==> src/rtl/serializator_arbiter.sv <==
// Round-robin arbiter/sequencer sharing one serializator between N requesters.
// Illegal length codes are consumed and counted without touching the serializer.
module serializator_arbiter #(
    parameter int N     = 4,
    parameter int CNT_W = 8
) (
    input  logic                 clk_i,
    input  logic                 srst_i,
    input  logic [N*16-1:0]      req_data_i,
    input  logic [N*4-1:0]       req_mod_i,
    input  logic [N-1:0]         req_val_i,
    output logic [N-1:0]         req_ready_o,
    output logic [15:0]          ser_data_o,
    output logic [3:0]           ser_data_mod_o,
    output logic                 ser_data_val_o,
    input  logic                 ser_busy_i,
    output logic [$clog2(N)-1:0] grant_id_o,
    output logic                 drop_o,
    output logic [CNT_W-1:0]     frame_cnt_o,
    output logic [CNT_W-1:0]     drop_cnt_o
);

    localparam int IW = $clog2(N);

    typedef enum logic [1:0] {
        IDLE,
        ISSUE,
        WAIT_START,
        WAIT_DONE
    } state_t;

    state_t         state_q, state_d;
    logic [IW-1:0]  ptr_q, ptr_d;
    logic [N-1:0]   ready_d;
    logic [15:0]    data_d;
    logic [3:0]     mod_d;
    logic           val_d;
    logic [IW-1:0]  gid_d;
    logic           drop_d;
    logic [CNT_W-1:0] fcnt_d, dcnt_d;

    logic [15:0]    data_a [N];
    logic [3:0]     mod_a  [N];
    logic [N-1:0]   cand;
    logic           found;
    logic [IW-1:0]  sel;
    logic [IW-1:0]  idx;
    logic           illegal;

    always_comb begin
        for (int k = 0; k < N; k++) begin
            data_a[k] = req_data_i[k*16 +: 16];
            mod_a[k]  = req_mod_i[k*4 +: 4];
        end
    end

    // A requester whose ready pulse is showing has already been consumed.
    always_comb begin
        cand  = req_val_i & ~req_ready_o;
        found = 1'b0;
        sel   = '0;
        idx   = '0;
        for (int i = 0; i < N; i++) begin
            idx = IW'((int'(ptr_q) + i) % N);
            if (!found && cand[idx]) begin
                found = 1'b1;
                sel   = idx;
            end
        end
        illegal = (mod_a[sel] == 4'd1) || (mod_a[sel] == 4'd2);
    end

    always_comb begin
        state_d = state_q;
        ptr_d   = ptr_q;
        ready_d = '0;
        val_d   = 1'b0;
        drop_d  = 1'b0;
        data_d  = ser_data_o;
        mod_d   = ser_data_mod_o;
        gid_d   = grant_id_o;
        fcnt_d  = frame_cnt_o;
        dcnt_d  = drop_cnt_o;
        unique case (state_q)
            IDLE: begin
                if (!ser_busy_i && found) begin
                    ready_d[sel] = 1'b1;
                    ptr_d = (sel == IW'(N-1)) ? '0 : sel + 1'b1;
                    if (illegal) begin
                        drop_d = 1'b1;
                        dcnt_d = drop_cnt_o + 1'b1;
                    end else begin
                        data_d  = data_a[sel];
                        mod_d   = mod_a[sel];
                        gid_d   = sel;
                        val_d   = 1'b1;
                        fcnt_d  = frame_cnt_o + 1'b1;
                        state_d = ISSUE;
                    end
                end
            end
            ISSUE:      state_d = WAIT_START;
            WAIT_START: if (ser_busy_i) state_d = WAIT_DONE;
            WAIT_DONE:  if (!ser_busy_i) state_d = IDLE;
            default:    state_d = IDLE;
        endcase
    end

    always_ff @(posedge clk_i) begin
        if (srst_i) begin
            state_q        <= IDLE;
            ptr_q          <= '0;
            req_ready_o    <= '0;
            ser_data_o     <= '0;
            ser_data_mod_o <= '0;
            ser_data_val_o <= 1'b0;
            grant_id_o     <= '0;
            drop_o         <= 1'b0;
            frame_cnt_o    <= '0;
            drop_cnt_o     <= '0;
        end else begin
            state_q        <= state_d;
            ptr_q          <= ptr_d;
            req_ready_o    <= ready_d;
            ser_data_o     <= data_d;
            ser_data_mod_o <= mod_d;
            ser_data_val_o <= val_d;
            grant_id_o     <= gid_d;
            drop_o         <= drop_d;
            frame_cnt_o    <= fcnt_d;
            drop_cnt_o     <= dcnt_d;
        end
    end

endmodule

==> config.mk <==
export PLATFORM = sky130hd
export DESIGN_NAME = serializator_arbiter
export DESIGN_NICKNAME = d
export VERILOG_FILES = /design/src/rtl/serializator_arbiter.sv
export SDC_FILE = /design/constraint.sdc
export NUM_CORES = 1
export LEC_CHECK = 0
export ABC_CLOCK_PERIOD_IN_PS = 2400
export BUFFER_PORTS_ARGS = -buffer_cell sky130_fd_sc_hd__buf_2
export CORE_ASPECT_RATIO = 0.75
export CORE_MARGIN = 3
export CORE_UTILIZATION = 25
export DETAILED_ROUTE_END_ITERATION = 10
export GPL_TIMING_DRIVEN = 0
export SLEW_MARGIN = 5
export SYNTH_ARGS = -nofsm -noshare
export SYNTH_HDL_FRONTEND = slang
export SYNTH_SLANG_ARGS = --single-unit
==> constraint.sdc <==
create_clock -name clk_i -period 2.4 [get_ports clk_i]
set_input_delay 0.72 -clock clk_i [delete_from_list [all_inputs] [get_ports clk_i]]
set_output_delay 0.72 -clock clk_i [all_outputs]
set_load 0.02 [all_outputs]
==> out/metrics.yaml, run 1 <==
power_and_ir_drop:
  power_density_nw_per_um2: 921
  ir_drop_uv: 354
  p_leak_nw: 1.89
placement:
  port_buffers: 130
  place_area_um2: 3860
  place.detailed.hpwl_um: 8530
  gp_congestion: 0.788
critical_path:
  max_stage_delay_ns: 0.45
  path_depth: 11
  crit_slowest_cell: "a222oi_1"
  r2r_setup_slack_ns: -0.08
  reg2reg_depth: 10
  timing.rr.start: "req_ready_o[1]"
  crit_end: "state_q[0]"
  worst_r2r_endpoint: "frame_cnt_o[5]"
  path_max_fanout: 7
  cp_cell_sequence: "buf_6 > and2b_2 > a21boi_2 > o21ai_2 > inv_2 > o221ai_2 > a222oi_1 > buf_4 > buf_8 > o22a_1 > mux2i_1"
  crit_buf_inv: 4
  cp-start-kind: "input pin"
  critPathLaunch: "req_val_i[0]"
  required_ns: 2.61
  crit_family: "compound AO/OA/AOI/OAI gates"
  crit_arrival_ns: 2.82
  path_class: "input pin to flop"
  worstSetupEndpointType: "flop"
cts:
  cts_sinks: 48
  cts-root-buf: "clkbuf_16"
  clock_path_buffers: 2
  path_clk_slew_ns: 0.07
  insertion_delay_ns: 0.28
  h-tree-depth: 2
  cts_tree: "done"
  numCtsBuffers: 5
  hold_buffers: 0
layout:
  areaGrowthSynthToFinish_pct: 41.1
  fill_cells: 1205
  layout_commonest_cell: "buf_2"
  drive_gt1_share_pct: 34.4
  num_antenna_cells: 0
  seq_area_um2: 961
  fin_nets: 651
  multi_input_area_um2: 1890
  final_cell_mix: "131 x buf_2, 83 x nand2_1, 48 x dfxtp_1, 45 x nand3_1, 32 x a21oi_1"
  final_area_um2: 4210
sta:
  fin_ws_ns: -0.212
  worst_hold_slack_ns: 0.482
  fin_skew_ns: 0.00717
  period_share_pct: 109
  setup_viol: 42
  tightest_slew_ns: 0.695
  grt_setup_unrepaired: "yes"
  finalHoldViolations: 0
  relSlewSlack_pct: 53.7
  drv_slew: 0
  period_needed_ns: 2.61
  fmax_ghz: 0.383
yosys:
  synthArstFlopShare_pct: 0
  synth-edff-count: 0
  ys_seq_area_share_pct: 32.2
  yosys_most_used_dff: "dfxtp_1"
  synth-seq-cells: 48
  avgSynthCellArea_um2: 7.30
  yosysWarnings: 0
  netlist_instances: 409
  syn_nets: 506
  synth_cell_type_count: 53
  syn_area_um2: 2980
global_route:
  gr-total-overflow: 0
  grt_start_max_net_pins: 15
  antenna_found_initial: 1
  globalRouteTotalUtil_pct: 16.4
  grt_pass1_wl_um: 17500
  grt_pass1_vias: 3408
floorplan:
  io-pin-count: 131
  initial_core_util_pct: 26.5
  core-area_um2: 11300
  die-area_um2: 13300
  die_width_um: 132
  die-height_um: 101
  rows: 33
min_path:
  hold_path.class: "flop to flop"
routing:
  route.vias.total: 3497
  drtPass1Iterations: 4
  wl_per_cell_um: 15.6
  vias_per_cell: 4.91
  remaining_drc_errors: 0
  first_iter_violations: 227
  postRouteAntennaNets: 0
  drt_wl_total_um: 11100
job:
  maxCapViolCount: 0
status:
  run_status: "finished with violations"
  violations: "setup timing"
## cells by family (layout without fill, tap and decap cells)
family | count (synthesis) | count (layout) | share of synthesized area (%)
flip-flops | 48 | 48 | 32.2
adder cells (fa/ha/maj) | 10 | 10 | 4.19
AND/OR/NAND/NOR | 207 | 207 | 35.6
XOR/XNOR | 4 | 4 | 1.17
multiplexers | 7 | 7 | 2.68
AO/OA/AOI/OAI | 84 | 84 | 17.1
buffers and inverters | 49 | 195 | 7.00
## power breakdown
| part | total (W) | leakage (nW) | switching (W) | internal, W |
|---|---|---|---|---|
| sequential | 0.00106 | 0.391 | 0.000109 | 0.000954 |
| clock | 0.000791 | 0.0808 | 0.000300 | 0.000491 |
| combinational | 0.00203 | 1.42 | 0.00125 | 0.000775 |
## Yosys cell counts (2+ instances only)
| library cell | n | area (um2) |
|---|---|---|
| dfxtp_1 | 48 | 961 |
| or3_1 | 3 | 18.8 |
| and2_1 | 2 | 12.5 |
| buf_6 | 2 | 22.5 |
| o221ai_1 | 6 | 52.6 |
| ha_1 | 10 | 125 |
| o21ai_0 | 25 | 125 |
| buf_2 | 3 | 15.0 |
| nor4_1 | 2 | 12.5 |
| inv_1 | 13 | 48.8 |
| mux2_2 | 3 | 33.8 |
| nand2b_1 | 8 | 50.1 |
| nand4_1 | 6 | 37.5 |
| nor2_1 | 13 | 48.8 |
| mux2i_1 | 2 | 20.0 |
| nand2_1 | 83 | 312 |
| a21oi_1 | 33 | 165 |
| a21o_1 | 2 | 15.0 |
| nand3_1 | 45 | 225 |
| a31o_2 | 4 | 35.0 |
| nor3_1 | 4 | 20.0 |
| xnor2_1 | 2 | 17.5 |
| buf_1 | 4 | 15.0 |
| nand4b_1 | 18 | 158 |
| xor2_1 | 2 | 17.5 |
| nor2b_1 | 8 | 50.1 |
| clkbuf_1 | 22 | 82.6 |
| inv_2 | 2 | 7.51 |
| or4_1 | 2 | 15.0 |
| nor3b_1 | 5 | 37.5 |
| o31ai_1 | 4 | 30.0 |
| clkbuf_2 | 2 | 10.0 |
## registers in the layout, summed over array words and instances, names as in the netlist
register	cells
ser_data_o	16
drop_o	1
state_q	2
frame_cnt_o	8
ptr_q	2
ser_data_mod_o	4
ser_data_val_o	1
drop_cnt_o	8
grant_id_o	2
req_ready_o	4
## how the worst min path moves through the flow
stage,start,endpoint,cells after the start
6_report,ser_data_o[9],ser_data_o[9],2
5_1_grt,ser_data_o[7],ser_data_o[7],2
4_1_cts,ser_data_mod_o[1],ser_data_mod_o[1],2
3_5_place_dp,ser_data_mod_o[1],ser_data_mod_o[1],2
3_3_place_gp,grant_id_o[0],grant_id_o[0],2
2_1_floorplan,state_q[0],state_q[0],2
## per-layer routing
layer | global-route usage (%) | wire, um
met3 | 4.24 | 692
met4 | 3.39 | 113
met2 | 27.5 | 5230
met1 | 21.4 | 5070
met5 | 0 | 7
## area by class of cell
cell class / instances / share of cell area (%)
multi-input cells: 312 / 44.9
clock buffers: 6 / 3.06
inverters: 15 / 1.40
flip-flops and latches: 48 / 22.8
clock inverters: 2 / 0.832
well taps: 157 / 4.67
repair buffers: 139 / 18.1
plain buffers: 33 / 4.22
## repair_timing
action | CTS | global route
buffers inserted | 8 | 0
setup endpoints to repair | 48 | 48
gates cloned | 1 | 0
gates resized for setup | 22 | 9
pin swaps | 8 | 8
## worst min-delay path, stage by stage, from the launching register on
cell,delay [ns]
dfxtp_1,0.31
o21ai_0,0.07
a21oi_1,0.06
## through the flow
stage,total power (W),utilization (%),cells,setup WS [ns],setup TNS [ns]
4_1_cts,0.00387,37.1,712,-0.242,-8.75
2_1_floorplan,0.00226,-,409,-0.0789,-0.832
3_3_place_gp,0.00285,34.2,696,-0.660,-26.43
3_5_place_dp,0.00290,34.2,696,-0.706,-27.83
5_1_grt,0.00417,37.4,712,-0.393,-14.71
6_report,0.00388,37.4,712,-0.212,-6.54
No activity file was read; power rests on OpenSTA's default activity.
==> run 2: changes to the inputs <==
--- a/config.mk
+++ b/config.mk
@@ -5,7 +5,7 @@
 export SDC_FILE = /design/constraint.sdc
 export NUM_CORES = 1
 export LEC_CHECK = 0
-export ABC_CLOCK_PERIOD_IN_PS = 2400
+export ABC_CLOCK_PERIOD_IN_PS = 2300
 export BUFFER_PORTS_ARGS = -buffer_cell sky130_fd_sc_hd__buf_2
 export CORE_ASPECT_RATIO = 0.75
 export CORE_MARGIN = 3
==> constraint.sdc (replaced) <==
create_clock -name clk_i -period 2.3 [get_ports clk_i]
set_input_delay 0.69 -clock clk_i [delete_from_list [all_inputs] [get_ports clk_i]]
set_output_delay 0.69 -clock clk_i [all_outputs]
set_load 0.02 [all_outputs]
==> out/metrics.yaml, run 2 (synthesis results as in run 1) <==
status:
  run_status: "finished with violations"
  violations: "setup timing"
routing:
  drtPass1Iterations: 7  # +3
  first_iter_violations: 225  # -0.88%
  vias_per_cell: 4.91  # about the same
  route.vias.total: 3491  # -0.17%
  postRouteAntennaNets: 0  # unchanged
  remaining_drc_errors: 0  # unchanged
  wl_per_cell_um: 15.9  # +2.1%
  drt_wl_total_um: 11300  # +2.0%
cts:
  cts_tree: "done"
  cts-root-buf: "clkbuf_16"
  path_clk_slew_ns: 0.07  # about the same
  clock_path_buffers: 2  # unchanged
  numCtsBuffers: 5  # unchanged
  h-tree-depth: 2  # unchanged
  insertion_delay_ns: 0.28  # about the same
  cts_sinks: 48  # unchanged
sta:
  worst_hold_slack_ns: 0.479  # -0.00295 ns
  fin_skew_ns: 0.00650  # -0.000664 ns
  period_share_pct: 108
  finalHoldViolations: 0  # unchanged
  fin_tns_setup_ns: -5.57  # +0.970 ns
  tightest_slew_ns: 0.604  # -0.0906 ns
  fin_ws_ns: -0.188  # +0.0246 ns
  grt_setup_unrepaired: "yes"
  fmax_ghz: 0.402
  drv_slew: 0  # unchanged
  period_needed_ns: 2.49
  relSlewSlack_pct: 59.7  # +6.0 points
  setup_viol: 42  # unchanged
job:
  maxCapViolCount: 0  # unchanged
global_route:
  gr-total-overflow: 0  # unchanged
  grt_pass1_vias: 3528  # +3.5%
  grt_start_max_net_pins: 15  # unchanged
  grt_pass1_wl_um: 17700  # +1.1%
  globalRouteTotalUtil_pct: 16.5  # +0.089 points
  antenna_found_initial: 0  # -1
critical_path:
  crit_top_cell: "buf_4"
  crit_buf_inv: 4  # unchanged
  cp-start-kind: "input pin"
  path_class: "input pin to flop"
  worstSetupEndpointType: "flop"
  crit_slowest_cell: "a222oi_1"
  max_stage_delay_ns: 0.38  # -0.07 ns
  worst_r2r_endpoint: "frame_cnt_o[7]"
  reg2reg_depth: 10  # unchanged
  r2r_setup_slack_ns: -0.12  # -0.04 ns
  crit_arrival_ns: 2.66  # -0.16 ns
  required_ns: 2.47  # -0.14 ns
  timing.rr.start: "ptr_q[1]"
  cp_cell_sequence: "buf_6 > and2b_2 > a21boi_4 > buf_4 > nor2_4 > o221ai_2 > a222oi_1 > buf_4 > buf_8 > nor3_2 > mux2_4"
  crit_family: "buffers and inverters"
  path_max_fanout: 7  # unchanged
power_and_ir_drop:
  power_density_nw_per_um2: 942  # +2.2%
  ir_drop_uv: 317  # -10%
  p_leak_nw: 1.92  # +1.6%
placement:
  port_buffers: 130  # unchanged
  gp_congestion: 0.830  # +5.4%
  dp_slack_ns: -0.669  # +0.0366 ns
  place.detailed.hpwl_um: 8490  # -0.50%
  place_area_um2: 3860  # about the same
floorplan:
  die-area_um2: 13300  # unchanged
  initial_core_util_pct: 26.5  # unchanged
  io-pin-count: 131  # unchanged
  die-height_um: 101  # unchanged
  rows: 33  # unchanged
  core-area_um2: 11300  # unchanged
  die_width_um: 132  # unchanged
layout:
  layout_commonest_cell: "buf_2"
  num_antenna_cells: 0  # unchanged
  final_area_um2: 4310  # +2.3%
  utilization_pct: 38.2  # +0.85 points
  fill_cells: 1179  # -2.2%
  top_regs: "ser_data_o x16, drop_cnt_o x8, frame_cnt_o x8"
  largest_reg_flops: 16  # unchanged
  areaGrowthSynthToFinish_pct: 44.3
  top_register: "ser_data_o"
  fin_nets: 650  # -0.15%
  drive_gt1_share_pct: 37.2  # +2.8 points
  final_cell_mix: "130 x buf_2, 82 x nand2_1, 48 x dfxtp_1, 45 x nand3_1, 30 x a21oi_1"
min_path:
  min_to: "ser_data_o[0]"
  hold_start: "ser_data_o[0]"
  hold_path.class: "flop to flop"
  hold_depth: 2  # unchanged
## run 2: cell types whose count changed in the layout (fill, tap and decap cells not counted), sizes merged
cell      before  now
clkinvlp       0    1
bufinv         1    0
buf          149  146
inv           15   14
clkbuf        29   32
## run 2: metrics by stage
stage	power, W	instances
6_report	0.00406	711
2_1_floorplan	0.00236	409
5_1_grt	0.00436	711
3_3_place_gp	0.00297	696
4_1_cts	0.00398	710
3_5_place_dp	0.00302	696
## run 2: report_power, final
part | switching (W) | internal [W] | leakage (nW)
Clock | 0.000313 | 0.000434 | 0.0701
Sequential | 0.000108 | 0.000995 | 0.391
Combinational | 0.00136 | 0.000845 | 1.46
Total | 0.00178 | 0.00227 | 1.92
## run 2: worst max path at each step
stage / from / end / slack (ns) / depth (start not counted)
2_1_floorplan: req_val_i[0] / frame_cnt_o[6] / -0.15 / 10
3_3_place_gp: req_val_i[0] / ser_data_o[1] / -0.67 / 12
3_5_place_dp: req_val_i[0] / ser_data_o[4] / -0.67 / 12
4_1_cts: req_val_i[0] / frame_cnt_o[6] / -0.19 / 11
5_1_grt: req_val_i[0] / ser_data_o[15] / -0.29 / 11
6_report: req_val_i[0] / frame_cnt_o[7] / -0.19 / 11
## run 2: cell type report
class	count	area, um2	share of cell area [%]
multi-input combinational	312	1990	46.3
timing repair buffer	138	748	17.4
tap	157	196	4.56
inverter	15	63.8	1.48
clock inverter	1	7.51	0.174
sequential	48	961	22.3
buffer	33	193	4.47
clock buffer	7	143	3.31
## run 2: tightest hold or removal path, cell delays in order (launching register included)
cell	delay, ns
dfxtp_1	0.30
o21ai_0	0.06
a21oi_1	0.06
## run 2: metal layers
metal | track usage, % | vias to the layer above | part of all wire, %
met1 | 20.8 | 1632 | 44
met4 | 2.26 | 0 | 0.81
met3 | 4.39 | 10 | 7.2
met5 | 0 | - | 0
li1 | - | 1723 | -
met2 | 29.0 | 126 | 48
## run 2: repair_timing
action	in CTS	in global routing
pin swaps	10	9
resized for setup	38	24
hold endpoints to repair	0	0
hold buffers	0	0
gates cloned	2	0
endpoints found under the setup margin	48	48
setup buffers	4	2
==> run 3: changes to the inputs <==
--- a/config.mk
+++ b/config.mk
@@ -5,6 +5,7 @@
 export SDC_FILE = /design/constraint.sdc
 export NUM_CORES = 1
 export LEC_CHECK = 0
+export ABC_AREA = 1
 export ABC_CLOCK_PERIOD_IN_PS = 2300
 export BUFFER_PORTS_ARGS = -buffer_cell sky130_fd_sc_hd__buf_2
 export CORE_ASPECT_RATIO = 0.75
==> out/metrics.yaml, run 3 <==
status:
  run_status: "finished with violations"
  violations: "setup timing"
yosys:
  yosysWarnings: 0  # unchanged
  yosysTopAreaCell: "dfxtp_1"
  syn_nets: 558  # +10%
  synth-seq-cells: 48  # unchanged
  synth_cell_type_count: 30  # -43%
  netlist_instances: 461  # +13%
  synth-edff-count: 0  # unchanged
  synthArstFlopShare_pct: 0  # unchanged
  avgSynthCellArea_um2: 7.01  # -3.9%
  yosys_most_used_dff: "dfxtp_1"
  synth_common_cells: "93 x nand2_1, 61 x nand3_1, 48 x dfxtp_1"
  syn_area_um2: 3230  # +8.3%
  ys_seq_area_share_pct: 29.7  # -2.5 points
  yosysMostFrequentCell: "nand2_1"
  synth_top_area_share_pct: 29.7  # -2.5 points
  ys_top_cells_by_area: "dfxtp_1 30%, nand2_1 11%, nand3_1 9.4%"
cts:
  cts_sinks: 48  # unchanged
  clock_path_buffers: 2  # unchanged
  numCtsBuffers: 5  # unchanged
  path_clk_slew_ns: 0.08  # about the same
  cts-root-buf: "clkbuf_16"
  h-tree-depth: 2  # unchanged
  insertion_delay_ns: 0.30  # +0.02 ns
  cts_tree: "done"
power_and_ir_drop:
  power_density_nw_per_um2: 1950  # +110%
  switching_power_w: 0.00522  # +190%
  ir_drop_uv: 1390  # +340%
  p_leak_nw: 2.36  # +22%
  p_sw_share_pct: 53.1  # +9.2 points
  seqPwrFrac_pct: 11.7  # -16 points
  finalPower_w: 0.00983  # +140%
  p_int_w: 0.00460  # +100%
  power_frac_clock_pct: 9.1  # -9.3 points
  combPwrFrac_pct: 79.2  # +25 points
sta:
  relSlewSlack_pct: 46.0  # -14 points
  finalHoldViolations: 0  # unchanged
  fin_skew_ns: 0.0125  # +0.00604 ns
  grt_setup_unrepaired: "yes"
  period_share_pct: 105  # -3.6 points
  drv_slew: 0  # unchanged
  setup_viol: 41  # -2.4%
  period_needed_ns: 2.41  # -0.0819 ns
  tightest_slew_ns: 0.810  # +0.206 ns
  fmax_ghz: 0.416  # +3.4%
  fin_ws_ns: -0.106  # +0.0819 ns
critical_path:
  cp-start-kind: "input pin"
  max_stage_delay_ns: 0.19  # -0.19 ns
  crit_family: "simple AND/OR/NAND/NOR gates"
  path_max_fanout: 8  # +1
  crit_top_cell: "nand3_4"
  crit_arrival_ns: 2.55  # -0.11 ns
  path_class: "input pin to flop"
  crit_buf_inv: 3  # -1
  required_ns: 2.45  # -0.02 ns
  cp_cell_sequence: "buf_2 > nand3_2 > nand3_4 > nand2_8 > nand2_4 > nand3_4 > nand3_4 > buf_6 > nand2_1 > nand3_2 > nand2_4 > nor2_8 > nand3_4 > buf_6 > nand2_4 > a21oi_2"
  crit_slowest_cell: "nand3_4"
  worstSetupEndpointType: "flop"
  r2r_setup_slack_ns: -0.10  # +0.02 ns
min_path:
  hold_path.class: "flop to flop"
routing:
  drtPass1Iterations: 4  # -3
  remaining_drc_errors: 0  # unchanged
  route.vias.total: 3867  # +11%
  vias_per_cell: 4.88  # -0.68%
  first_iter_violations: 173  # -23%
  postRouteAntennaNets: 0  # unchanged
  drt_wl_total_um: 12800  # +13%
  wl_per_cell_um: 16.2  # +1.6%
layout:
  final_cell_mix: "130 x buf_2, 61 x nand2_1, 46 x dfxtp_1, 40 x nand3_1, 40 x nor2_1"
  top_regs: "ser_data_o x16, drop_cnt_o x8, frame_cnt_o x8"
  largest_reg_flops: 16  # unchanged
  utilization_pct: 40.5  # +2.3 points
  final_cells: 793  # +12%
  layout_commonest_cell: "buf_2"
  num_antenna_cells: 0  # unchanged
  areaGrowthSynthToFinish_pct: 55.7
  top_register: "ser_data_o"
  fin_nets: 723  # +11%
  drive_gt1_share_pct: 48.5  # +11 points
placement:
  dp_cells: 757  # +8.8%
  gp_congestion: 0.862  # +3.8%
  port_buffers: 130  # unchanged
  place.detailed.hpwl_um: 9350  # +10%
  dp_slack_ns: -0.944  # -0.274 ns
floorplan:
  rows: 35  # +6.1%
  initial_core_util_pct: 26.0  # -0.48 points
  core-area_um2: 12400  # +10%
  io-pin-count: 131  # unchanged
  die-area_um2: 14300  # +7.9%
  die-height_um: 104  # +3.8%
  die_width_um: 137  # +3.9%
global_route:
  grt_pass1_wl_um: 19200  # +8.2%
  gr-total-overflow: 0  # unchanged
  grt_start_max_net_pins: 16  # +1
  antenna_found_initial: 1  # +1
  globalRouteTotalUtil_pct: 16.8  # +0.33 points
  grt_pass1_vias: 3716  # +5.3%
job:
  maxCapViolCount: 0  # unchanged
## run 3: cell types whose count changed in the layout (fill, tap and decap cells not counted), moves of 18 or more
cell,previous run,this run
a21oi_2,3,25
nand2_1,82,61
nor2_1,11,40
nand4b_1,18,0
inv_1,13,31
nand2_2,0,35
## run 3: metrics by stage
stage / hold WS, ns / area (um2) / setup TNS, ns
final: 0.465 / 5030 / -3.07
after global routing: 0.484 / 5030 / -9.51
after CTS: 0.467 / 4720 / -1.50
after detailed placement: 0.455 / 4170 / -25.85
after global placement: 0.447 / 4170 / -21.84
after floorplan: 0.536 / 3320 / -0.477
## run 3: layer usage
metal	global-route usage, %	part of all wire, %	up-vias
li1	-	-	1887
met1	20.9	41	1818
met2	27.5	47	139
met3	5.27	10	21
met4	5.41	1.8	2
met5	0	0.16	-
## run 3: power by group through the flow
stage | clock network [W] | logic [W] | registers, W
final | 0.000892 | 0.00778 | 0.00115
after floorplan | 0 | 0.00407 | 0.00128
after CTS | 0.000897 | 0.00706 | 0.00114
after global placement | 0 | 0.00565 | 0.00114
after global routing | 0.000935 | 0.00846 | 0.00118
after detailed placement | 0 | 0.00580 | 0.00114
## run 3: final cells by class
class / instances / area [um2]
sequential: 48 / 966
multi-input combinational: 355 / 2420
fill: 1276 / 7400
inverter: 37 / 168
clock buffer: 6 / 139
buffer: 24 / 215
timing repair buffer: 155 / 878
clock inverter: 2 / 38.8
tap: 166 / 208
## run 3: final timing paths
| path | startpoint | end | depth (start not counted) |
|---|---|---|---|
| setup / recovery | req_val_i[2] | drop_cnt_o[7] | 16 |
| hold / removal | ser_data_o[1] | ser_data_o[1] | 2 |
| setup reg to reg | ptr_q[0] | drop_cnt_o[7] | 18 |
| hold reg to reg | ser_data_o[1] | ser_data_o[1] | 2 |
## run 3: cells by family after synthesis
group           count (synthesis)  share of synthesized area [%]
simple gates                  240                           37.0
compound gates                 79                           13.9
buf+inv                        61                           8.90
flops                          48                           29.7
xor+xnor                       12                           3.25
mux                            11                           3.41
fa+ha+maj                      10                           3.87
## run 3: worst register-to-register path, stage by stage, from the launching register on
cell,delay [ns]
dfxtp_2,0.34
buf_12,0.14
clkinv_8,0.08
nand2_4,0.08
nand2_4,0.06
nand3_4,0.11
nand2_8,0.08
nand2_4,0.10
nand3_4,0.12
nand3_4,0.16
buf_6,0.14
nand2_1,0.07
nand3_2,0.08
nand2_4,0.07
nor2_8,0.17
nand3_4,0.19
buf_6,0.18
nand2_4,0.04
a21oi_2,0.05
## run 3: what timing repair did
action,4_1_cts,5_1_grt
setup buffers,16,7
endpoints found under the hold margin,0,0
pin swaps,28,24
cloned,5,0
endpoints found under the setup margin,48,44
gates resized for setup,63,65
hold buffers,0,0
